<file path="src/rtl/predecode_queue_pkg.sv">
// Shared CPU definitions: instruction field enums, the predecoded entry record
// and small opcode-class helpers used by the fetch-side predecoder.
package predecode_queue_pkg;

  localparam int INST_W = 32;

  typedef logic [4:0] regid_t;

  localparam regid_t LINK_REG = regid_t'(31);

  typedef enum logic [5:0] {
    OP_SPECIAL = 6'h00,
    OP_REGIMM  = 6'h01,
    OP_J       = 6'h02,
    OP_JAL     = 6'h03,
    OP_BEQ     = 6'h04,
    OP_BNE     = 6'h05,
    OP_BLEZ    = 6'h06,
    OP_BGTZ    = 6'h07,
    OP_ADDIU   = 6'h09,
    OP_SLTI    = 6'h0A,
    OP_SLTIU   = 6'h0B,
    OP_ANDI    = 6'h0C,
    OP_ORI     = 6'h0D,
    OP_XORI    = 6'h0E,
    OP_LUI     = 6'h0F,
    OP_LB      = 6'h20,
    OP_LH      = 6'h21,
    OP_LW      = 6'h23,
    OP_LBU     = 6'h24,
    OP_LHU     = 6'h25,
    OP_SB      = 6'h28,
    OP_SH      = 6'h29,
    OP_SW      = 6'h2B
  } opcode_t;

  typedef enum logic [5:0] {
    FN_SLL  = 6'h00,
    FN_SRL  = 6'h02,
    FN_SRA  = 6'h03,
    FN_JR   = 6'h08,
    FN_JALR = 6'h09,
    FN_ADDU = 6'h21,
    FN_SUBU = 6'h23,
    FN_AND  = 6'h24,
    FN_OR   = 6'h25,
    FN_XOR  = 6'h26,
    FN_SLT  = 6'h2A,
    FN_SLTU = 6'h2B
  } funct_t;

  typedef enum logic [4:0] {
    BT_BLTZ   = 5'h00,
    BT_BGEZ   = 5'h01,
    BT_BLTZAL = 5'h10,
    BT_BGEZAL = 5'h11
  } btype_t;

  typedef struct packed {
    logic [31:0] pc;
    opcode_t     opcode;
    regid_t      ra;
    regid_t      rb;
    regid_t      rc;
    logic [4:0]  shamt;
    funct_t      funct;
    btype_t      btype;
    logic [31:0] val_c;
    logic [31:0] target;
    logic        is_branch;
    logic        is_jump;
    logic        is_indirect;
    logic        link;
    logic        rsv;
  } predec_t;

  // Opcodes whose immediate is sign-extended into val_c with rA/rB populated.
  function automatic logic is_sext_imm_op(input opcode_t op);
    return op inside {OP_ADDIU, OP_SLTI, OP_SLTIU,
                      OP_LB, OP_LH, OP_LW, OP_LBU, OP_LHU,
                      OP_SB, OP_SH, OP_SW};
  endfunction

  function automatic logic is_zext_imm_op(input opcode_t op);
    return op inside {OP_ANDI, OP_ORI, OP_XORI};
  endfunction

  function automatic logic [31:0] sext16(input logic [15:0] imm);
    return {{16{imm[15]}}, imm};
  endfunction

endpackage

</file>
<file path="src/rtl/predecode_queue_if.sv">
// Fetch-to-decode bundle: enqueue handshake from fetch, flush, and the
// multi-slot dequeue window presented to decode.
interface predecode_queue_if
  import predecode_queue_pkg::*;
#(
  parameter int DEPTH = 8,
  parameter int DEQ_W = 2
);

  localparam int CNT_W = $clog2(DEPTH + 1);

  logic                  in_valid;
  logic                  in_ready;
  logic [INST_W-1:0]     in_pc;
  logic [INST_W-1:0]     in_inst;
  logic                  flush;
  logic [DEQ_W-1:0]      out_valid;
  predec_t [DEQ_W-1:0]   out_entry;
  logic [DEQ_W-1:0]      deq_ready;
  logic [CNT_W-1:0]      count;

  modport master (
    output in_valid, in_pc, in_inst, flush, deq_ready,
    input  in_ready, out_valid, out_entry, count
  );

  modport slave (
    input  in_valid, in_pc, in_inst, flush, deq_ready,
    output in_ready, out_valid, out_entry, count
  );

endinterface

</file>
<file path="src/rtl/predecode_queue_unit.sv">
// Combinational MIPS-I subset predecoder: raw word plus PC to a predec_t record.
// Unlisted opcodes produce a reserved entry carrying only pc and opcode.
module predecode_unit
  import predecode_queue_pkg::*;
(
  input  logic [INST_W-1:0] pc,
  input  logic [INST_W-1:0] inst,
  output predec_t           entry
);

  opcode_t     opcode;
  funct_t      funct;
  logic [31:0] pc_plus4;
  logic [31:0] sext_imm;
  logic [31:0] br_target;
  logic [31:0] j_target;

  assign opcode    = opcode_t'(inst[31:26]);
  assign funct     = funct_t'(inst[5:0]);
  assign pc_plus4  = pc + 32'd4;
  assign sext_imm  = sext16(inst[15:0]);
  assign br_target = pc_plus4 + {sext_imm[29:0], 2'b00};
  assign j_target  = {pc_plus4[31:28], inst[25:0], 2'b00};

  always_comb begin
    // NOTE: every output field gets a default first so no path infers a latch.
    entry        = '0;
    entry.pc     = pc;
    entry.opcode = opcode;
    case (opcode)
      OP_SPECIAL: begin
        entry.ra    = inst[25:21];
        entry.rb    = inst[20:16];
        entry.rc    = inst[15:11];
        entry.shamt = inst[10:6];
        entry.funct = funct;
        if (funct == FN_JR || funct == FN_JALR) begin
          entry.is_jump     = 1'b1;
          entry.is_indirect = 1'b1;
        end
        if (funct == FN_JALR) entry.link = 1'b1;
      end
      OP_REGIMM: begin
        entry.ra        = inst[25:21];
        entry.btype     = btype_t'(inst[20:16]);
        entry.is_branch = 1'b1;
        entry.target    = br_target;
        if (entry.btype inside {BT_BLTZAL, BT_BGEZAL}) begin
          entry.link = 1'b1;
          entry.rc   = LINK_REG;
        end
      end
      OP_BEQ, OP_BNE: begin
        entry.ra        = inst[25:21];
        entry.rb        = inst[20:16];
        entry.is_branch = 1'b1;
        entry.target    = br_target;
      end
      OP_BLEZ, OP_BGTZ: begin
        entry.ra        = inst[25:21];
        entry.is_branch = 1'b1;
        entry.target    = br_target;
      end
      OP_J: begin
        entry.is_jump = 1'b1;
        entry.target  = j_target;
      end
      OP_JAL: begin
        entry.is_jump = 1'b1;
        entry.target  = j_target;
        entry.link    = 1'b1;
        entry.rc      = LINK_REG;
      end
      OP_LUI: begin
        entry.rb    = inst[20:16];
        entry.val_c = {inst[15:0], 16'h0000};
      end
      default: begin
        if (is_sext_imm_op(opcode)) begin
          entry.ra    = inst[25:21];
          entry.rb    = inst[20:16];
          entry.val_c = sext_imm;
        end else if (is_zext_imm_op(opcode)) begin
          entry.ra    = inst[25:21];
          entry.rb    = inst[20:16];
          entry.val_c = {16'h0000, inst[15:0]};
        end else begin
          entry.rsv = 1'b1;
        end
      end
    endcase
  end

endmodule

</file>
<file path="src/rtl/predecode_queue.sv">
// Circular queue of predecoded fetch words; decouples fetch from decode stalls
// and presents up to DEQ_W oldest entries per cycle, oldest in slot 0.
module predecode_queue
  import predecode_queue_pkg::*;
#(
  parameter int DEPTH = 8,
  parameter int DEQ_W = 2
)
(
  input logic               clk,
  input logic               reset,
  predecode_queue_if.slave  bus
);

  localparam int PTR_W = $clog2(DEPTH);
  localparam int CNT_W = $clog2(DEPTH + 1);

  typedef logic [PTR_W-1:0] ptr_t;
  typedef logic [CNT_W-1:0] cnt_t;

  ptr_t    head_q;
  ptr_t    tail_q;
  cnt_t    count_q;
  predec_t mem [DEPTH];

  predec_t enq_entry;
  logic    enq;
  logic    deq_run;
  cnt_t    deq_req;
  cnt_t    deq_n;

  predecode_unit u_predecode (
    .pc    (bus.in_pc),
    .inst  (bus.in_inst),
    .entry (enq_entry)
  );

  // Readiness comes from registered occupancy only: no pass-through when full.
  assign bus.in_ready = (count_q != cnt_t'(DEPTH));
  assign enq          = bus.in_valid && bus.in_ready && !bus.flush;

  // Dequeue count is the run of consecutive ready slots starting at slot 0,
  // clamped to occupancy so a protocol violation cannot corrupt the pointers.
  always_comb begin
    deq_req = '0;
    deq_run = 1'b1;
    for (int i = 0; i < DEQ_W; i++) begin
      deq_run = deq_run & bus.deq_ready[i];
      deq_req = deq_req + cnt_t'(deq_run);
    end
    if (bus.flush)              deq_n = '0;
    else if (deq_req > count_q) deq_n = count_q;
    else                        deq_n = deq_req;
  end

  always_ff @(posedge clk or posedge reset) begin
    // NOTE: non-blocking assignments so every register samples pre-edge values.
    if (reset) begin
      head_q  <= '0;
      tail_q  <= '0;
      count_q <= '0;
    end else if (bus.flush) begin
      head_q  <= '0;
      tail_q  <= '0;
      count_q <= '0;
    end else begin
      if (enq) tail_q <= tail_q + ptr_t'(1);
      head_q  <= head_q + ptr_t'(deq_n);
      count_q <= count_q + cnt_t'(enq) - deq_n;
    end
  end

  // NOTE: storage is deliberately not reset; pointers and count alone define
  // which entries are live, so stale contents are never presented as valid.
  always_ff @(posedge clk) begin
    if (enq) mem[tail_q] <= enq_entry;
  end

  for (genvar i = 0; i < DEQ_W; i++) begin : g_slot
    assign bus.out_valid[i] = (count_q > cnt_t'(i));
    assign bus.out_entry[i] = mem[head_q + ptr_t'(i)];
  end

  assign bus.count = count_q;

  deq_underflow_a: assert property (
    @(posedge clk) disable iff (reset)
    !bus.flush |-> (deq_req <= count_q)
  );

  count_bound_a: assert property (
    @(posedge clk) disable iff (reset)
    count_q <= cnt_t'(DEPTH)
  );

endmodule

</file>
<file path="src/flat_wrapper.sv">
// flat-port wrapper written by rule: the top's interface ports become plain ports
module predecode_queue_flat import predecode_queue_pkg::*;
#(
  parameter int DEPTH = 8,
  parameter int DEQ_W = 2
)
  (clk, reset, bus_in_valid, bus_in_pc, bus_in_inst, bus_flush, bus_deq_ready, bus_in_ready, bus_out_valid, bus_out_entry, bus_count);
  predecode_queue_if #(.DEPTH(DEPTH), .DEQ_W(DEQ_W)) bus_i ();
  input logic clk;
  input logic reset;
  input wire logic [$bits(bus_i.in_valid)-1:0] bus_in_valid;
  input wire logic [$bits(bus_i.in_pc)-1:0] bus_in_pc;
  input wire logic [$bits(bus_i.in_inst)-1:0] bus_in_inst;
  input wire logic [$bits(bus_i.flush)-1:0] bus_flush;
  input wire logic [$bits(bus_i.deq_ready)-1:0] bus_deq_ready;
  output wire logic [$bits(bus_i.in_ready)-1:0] bus_in_ready;
  output wire logic [$bits(bus_i.out_valid)-1:0] bus_out_valid;
  output wire logic [$bits(bus_i.out_entry)-1:0] bus_out_entry;
  output wire logic [$bits(bus_i.count)-1:0] bus_count;
  assign bus_i.in_valid = bus_in_valid;
  assign bus_i.in_pc = bus_in_pc;
  assign bus_i.in_inst = bus_in_inst;
  assign bus_i.flush = bus_flush;
  assign bus_i.deq_ready = bus_deq_ready;
  assign bus_in_ready = bus_i.in_ready;
  assign bus_out_valid = bus_i.out_valid;
  assign bus_out_entry = bus_i.out_entry;
  assign bus_count = bus_i.count;
  predecode_queue #(.DEPTH(DEPTH), .DEQ_W(DEQ_W)) u_core (.clk(clk), .reset(reset), .bus(bus_i));
endmodule
</file>
<file path="config.mk">
export PLATFORM = sky130hd
export DESIGN_NAME = predecode_queue_flat
export DESIGN_NICKNAME = d
export VERILOG_FILES = /design/src/rtl/predecode_queue_pkg.sv /design/src/rtl/predecode_queue_if.sv /design/src/rtl/predecode_queue_unit.sv /design/src/rtl/predecode_queue.sv /design/src/flat_wrapper.sv
export SDC_FILE = /design/constraint.sdc
export NUM_CORES = 2
export LEC_CHECK = 0
export ABC_AREA = 1
export CAP_MARGIN = 20
export CORE_ASPECT_RATIO = 1.75
export CORE_MARGIN = 3
export CORE_UTILIZATION = 55
export CTS_BUF_LIST = sky130_fd_sc_hd__clkbuf_8
export DETAILED_ROUTE_END_ITERATION = 12
export GPL_TIMING_DRIVEN = 0
export PLACE_DENSITY_LB_ADDON = 0.05
export SLEW_MARGIN = 10
export SYNTH_ARGS = -nofsm -noshare
export SYNTH_HDL_FRONTEND = slang
export SYNTH_HIERARCHICAL = 1
export SYNTH_SLANG_ARGS = --single-unit
</file>
<file path="constraint.sdc">
create_clock -name clk -period 22 [get_ports clk]
set_input_delay 3.3 -clock clk [delete_from_list [all_inputs] [get_ports clk]]
set_output_delay 3.3 -clock clk [all_outputs]
set_load 0.01 [all_outputs]
</file>
==> flow_metrics.tcl <==
set metrics [dict create \
    crit_top_cell "nand2_1" \
    path_class "register to output port" \
    gp_congestion 0.992 \
    synth.distinct_cells 45 \
    multi_input_area_um2 22800 \
    antenna_found_initial 35 \
    power.share.clock 0.169 \
    max_stage_delay_ns 0.68 \
    p_seq_frac 0.266 \
    cts_setup_buffers 0 \
    hold_depth 2 \
    numPortBuffers 352 \
    ff2ff_path_depth 11 \
    globalRouteTotalUtil 0.398 \
    die_w_um 263 \
    p_total_uw 9100 \
    cts-root-buf "clkbuf_8" \
    drive_gt1_frac 0.0802 \
    min_period_over_period 0.355 \
    crit_path_top_delay_cell "clkbuf_1" \
    synth_area_leaders "edfxtp_1 (52%), nand2_1 (23%), nand3_1 (9.2%)" \
    cap_violations 0 \
    yosys-top-cells-count "nand2_1 (3854), inv_1 (1264), nand3_1 (1167), edfxtp_1 (1104), buf_2 (274)" \
    period_needed_ns 7.80 \
    avgRoutedWirePerCell_um 23.1 \
    hold_start "u_core/tail_q[0]" \
    finalClockSkew_ns 0.0177 \
    post_cts_resized 0 \
    via_per_inst 5.64 \
    area.sequential_um2 33400 \
    cp.required_ns 18.70 \
    hold_buffers 0 \
    dr.first_iter.drc_count 7345 \
    wl_mm 244 \
    critPathArrivalTime_ns 4.50 \
    cts.htree.levels 4 \
    grt_pass1_vias 57071 \
    crit_path_max_fanout 10 \
    path_cells "ha_1 -> buf_2 -> buf_2 -> clkbuf_1 -> nand3_1 -> nand2_1 -> nand2_1 -> nand2_1 -> clkdlybuf4s50_1" \
    yosys_warnings 6 \
    rows 164 \
    grt_pass1_wl_mm 351 \
    synth_flop_cell "edfxtp_1" \
    switchingPower_uw 4220 \
    status "finished clean" \
    reg2reg_to "u_core/mem[3][84]" \
    synth_edf_count 1104 \
    cts.clk_slew.worst_paths_ns 0.06 \
    pwr-share-comb 0.565 \
    ios 353 \
    num-fill-cells 9999 \
    hold_viol 0 \
    drcViolationCount 0 \
    synth-async-reset-ratio 0.00898 \
    start_util 0.555 \
    firstDrtPassIters 7 \
    cts_tree "done" \
    area_growth_pct 15.2 \
    slew_headroom 0.161 \
    syn_avg_cell_area_um2 7.68 \
    min_to "u_core/tail_q[0]" \
    vias 59413 \
    critPathLaunchType "register" \
    setup_tns_ns 0 \
    peakVddDrop_v 0.000122 \
    netSwitchingFraction 0.463 \
    r2r_setup_slack_ns 18.33 \
    numCtsBuffers 161 \
    power_density_nw_per_um2 124 \
    ys_seq_area_frac 0.526 \
    report.final.slew_viol_count 0 \
    grt_overflow 0 \
    worst_hold_path_type "register to register" \
    dp_hpwl_mm 179 \
    grt_setup_unrepaired "no" \
    ant_nets 0 \
    max_freq_mhz 128 \
    core_um2 114000 \
    insertion_delay_ns 0.90 \
    yosys.area.top_type_share 0.522 \
    crit-reg2reg-launch "u_core/bus.count[1]" \
    cp_top_family "buffers and inverters" \
    synth_nets 8377 \
    die_area_um2 120000 \
    clockBufferDepth 3 \
    nets 9005 \
    die_height_um 455 \
    path_buf_inv 4 \
    synth_most_common_cell "nand2_1" \
    grt_max_degree 25 \
    synth_largest_area_cell "edfxtp_1" \
    intPower_uw 4880 \
    syn_area_um2 63500 \
    syn-instance-count 8259 \
    end_kind "output port" \
    setup_viol 0 \
    cts_sinks 1114 \
    worstMarginPinSlew_ns 1.26 \
    p_leak_uw 0.0359 \
    synth_seq_cells 1114 \
]
-- cell families (layout without fill, tap and decap cells) --
family | Yosys count | count (layout) | share of synthesized area
other | 1 | 23 | 0.0000591
AND/OR/NAND/NOR | 5205 | 5205 | 0.334
buffers and inverters | 1752 | 2508 | 0.116
adder cells (fa/ha/maj) | 48 | 48 | 0.00982
AO/OA/AOI/OAI | 109 | 109 | 0.00943
flip-flops | 1114 | 1114 | 0.526
XOR/XNOR | 30 | 30 | 0.00426
-- worst reg2reg max path, cell delays in order, from the launching register on --
cell	delay, ns
dfrtp_1	0.46
nor2_1	0.11
nand2_1	0.20
nand3_1	0.27
nor3_2	0.66
buf_4	0.34
buf_4	0.25
buf_8	0.18
buf_4	0.22
buf_4	0.25
buf_6	0.19
buf_4	0.23
-- sequential cells by signal, indices dropped and copies added, names as in the netlist --
name	flops
u_core/bus.count	4
u_core/head_q	3
u_core/mem	1104
u_core/tail_q	3
-- area by class of cell --
| cell class | instances | share of cell area |
|---|---|---|
| Buffer | 477 | 0.0351 |
| Tap cell | 1494 | 0.0256 |
| Clock buffer | 169 | 0.0318 |
| Timing Repair Buffer | 465 | 0.0656 |
| Inverter | 1275 | 0.0655 |
| Antenna cell | 22 | 0.000753 |
| Sequential cell | 1114 | 0.457 |
| Multi-Input combinational cell | 5393 | 0.311 |
| Clock inverter | 122 | 0.00749 |
-- placed cells by master (no fill, tap or decap), types with 3 or more instances in the layout --
master and instances:
nor4_1 3, buf_16 4, buf_1 16, nand4_1 14
o21bai_1 5, clkbuf_8 169, nand2_1 3854, clkinvlp_4 4
clkinv_1 47, dfrtp_1 10, a21oi_1 39, nor3_2 8
edfxtp_1 1104, buf_6 38, nor3_1 9, nor2_2 3
fa_1 3, nor2_1 124, clkbuf_2 3, clkbuf_1 90
o21ai_1 12, clkinv_2 13, xor2_1 16, inv_1 1317
inv_2 9, nor2_4 9, buf_12 22, buf_4 134
ha_1 45, diode_2 22, clkdlybuf4s50_1 352, inv_6 4
xnor2_1 13, nand3_1 1167, buf_2 279, o21ai_0 42
nand2_2 3
-- power groups by stage --
stage / clock [uW] / combinational (uW) / sequential (uW)
finish: 1540 / 5140 / 2430
detailed placement: 0 / 4990 / 2470
global placement: 0 / 4930 / 2510
floorplan: 0 / 2580 / 2480
global route: 1650 / 5440 / 2430
CTS: 1560 / 5010 / 2420
-- worst max path at each step --
stage	from	endpoint	slack (ns)	cells past startpoint
CTS	u_core/head_q[0]	bus_out_entry[228]	14.24	9
global placement	bus_flush	u_core/mem[5][83]	-2.50	4
finish	u_core/head_q[0]	bus_out_entry[234]	14.20	9
global route	u_core/head_q[0]	bus_out_entry[233]	14.22	9
floorplan	bus_flush	u_core/mem[5][0]	8.36	3
detailed placement	bus_in_pc[2]	u_core/mem[5][30]	14.39	21
-- stage by stage --
step / worst slack [ns] / hold WS, ns / util / area, um^2 / std cells
after floorplan: 8.36 / 0.497 / - / 63500 / 8259
after global placement: -2.50 / 0.518 / 0.602 / 68800 / 10105
after detailed placement: 14.39 / 0.539 / 0.614 / 70200 / 10215
after CTS: 14.24 / 0.554 / 0.639 / 73100 / 10506
after global routing: 14.22 / 0.590 / 0.639 / 73100 / 10512
final: 14.20 / 0.552 / 0.640 / 73100 / 10531
-- per-layer routing --
layer	wire length (um)	vias up	global-route usage
met1	78900	27360	0.432
met4	24700	22	0.344
met5	141	-	0
li1	-	27027	-
met2	114000	3941	0.667
met3	25800	1063	0.0831
No activity file was read; power rests on OpenSTA's default activity.
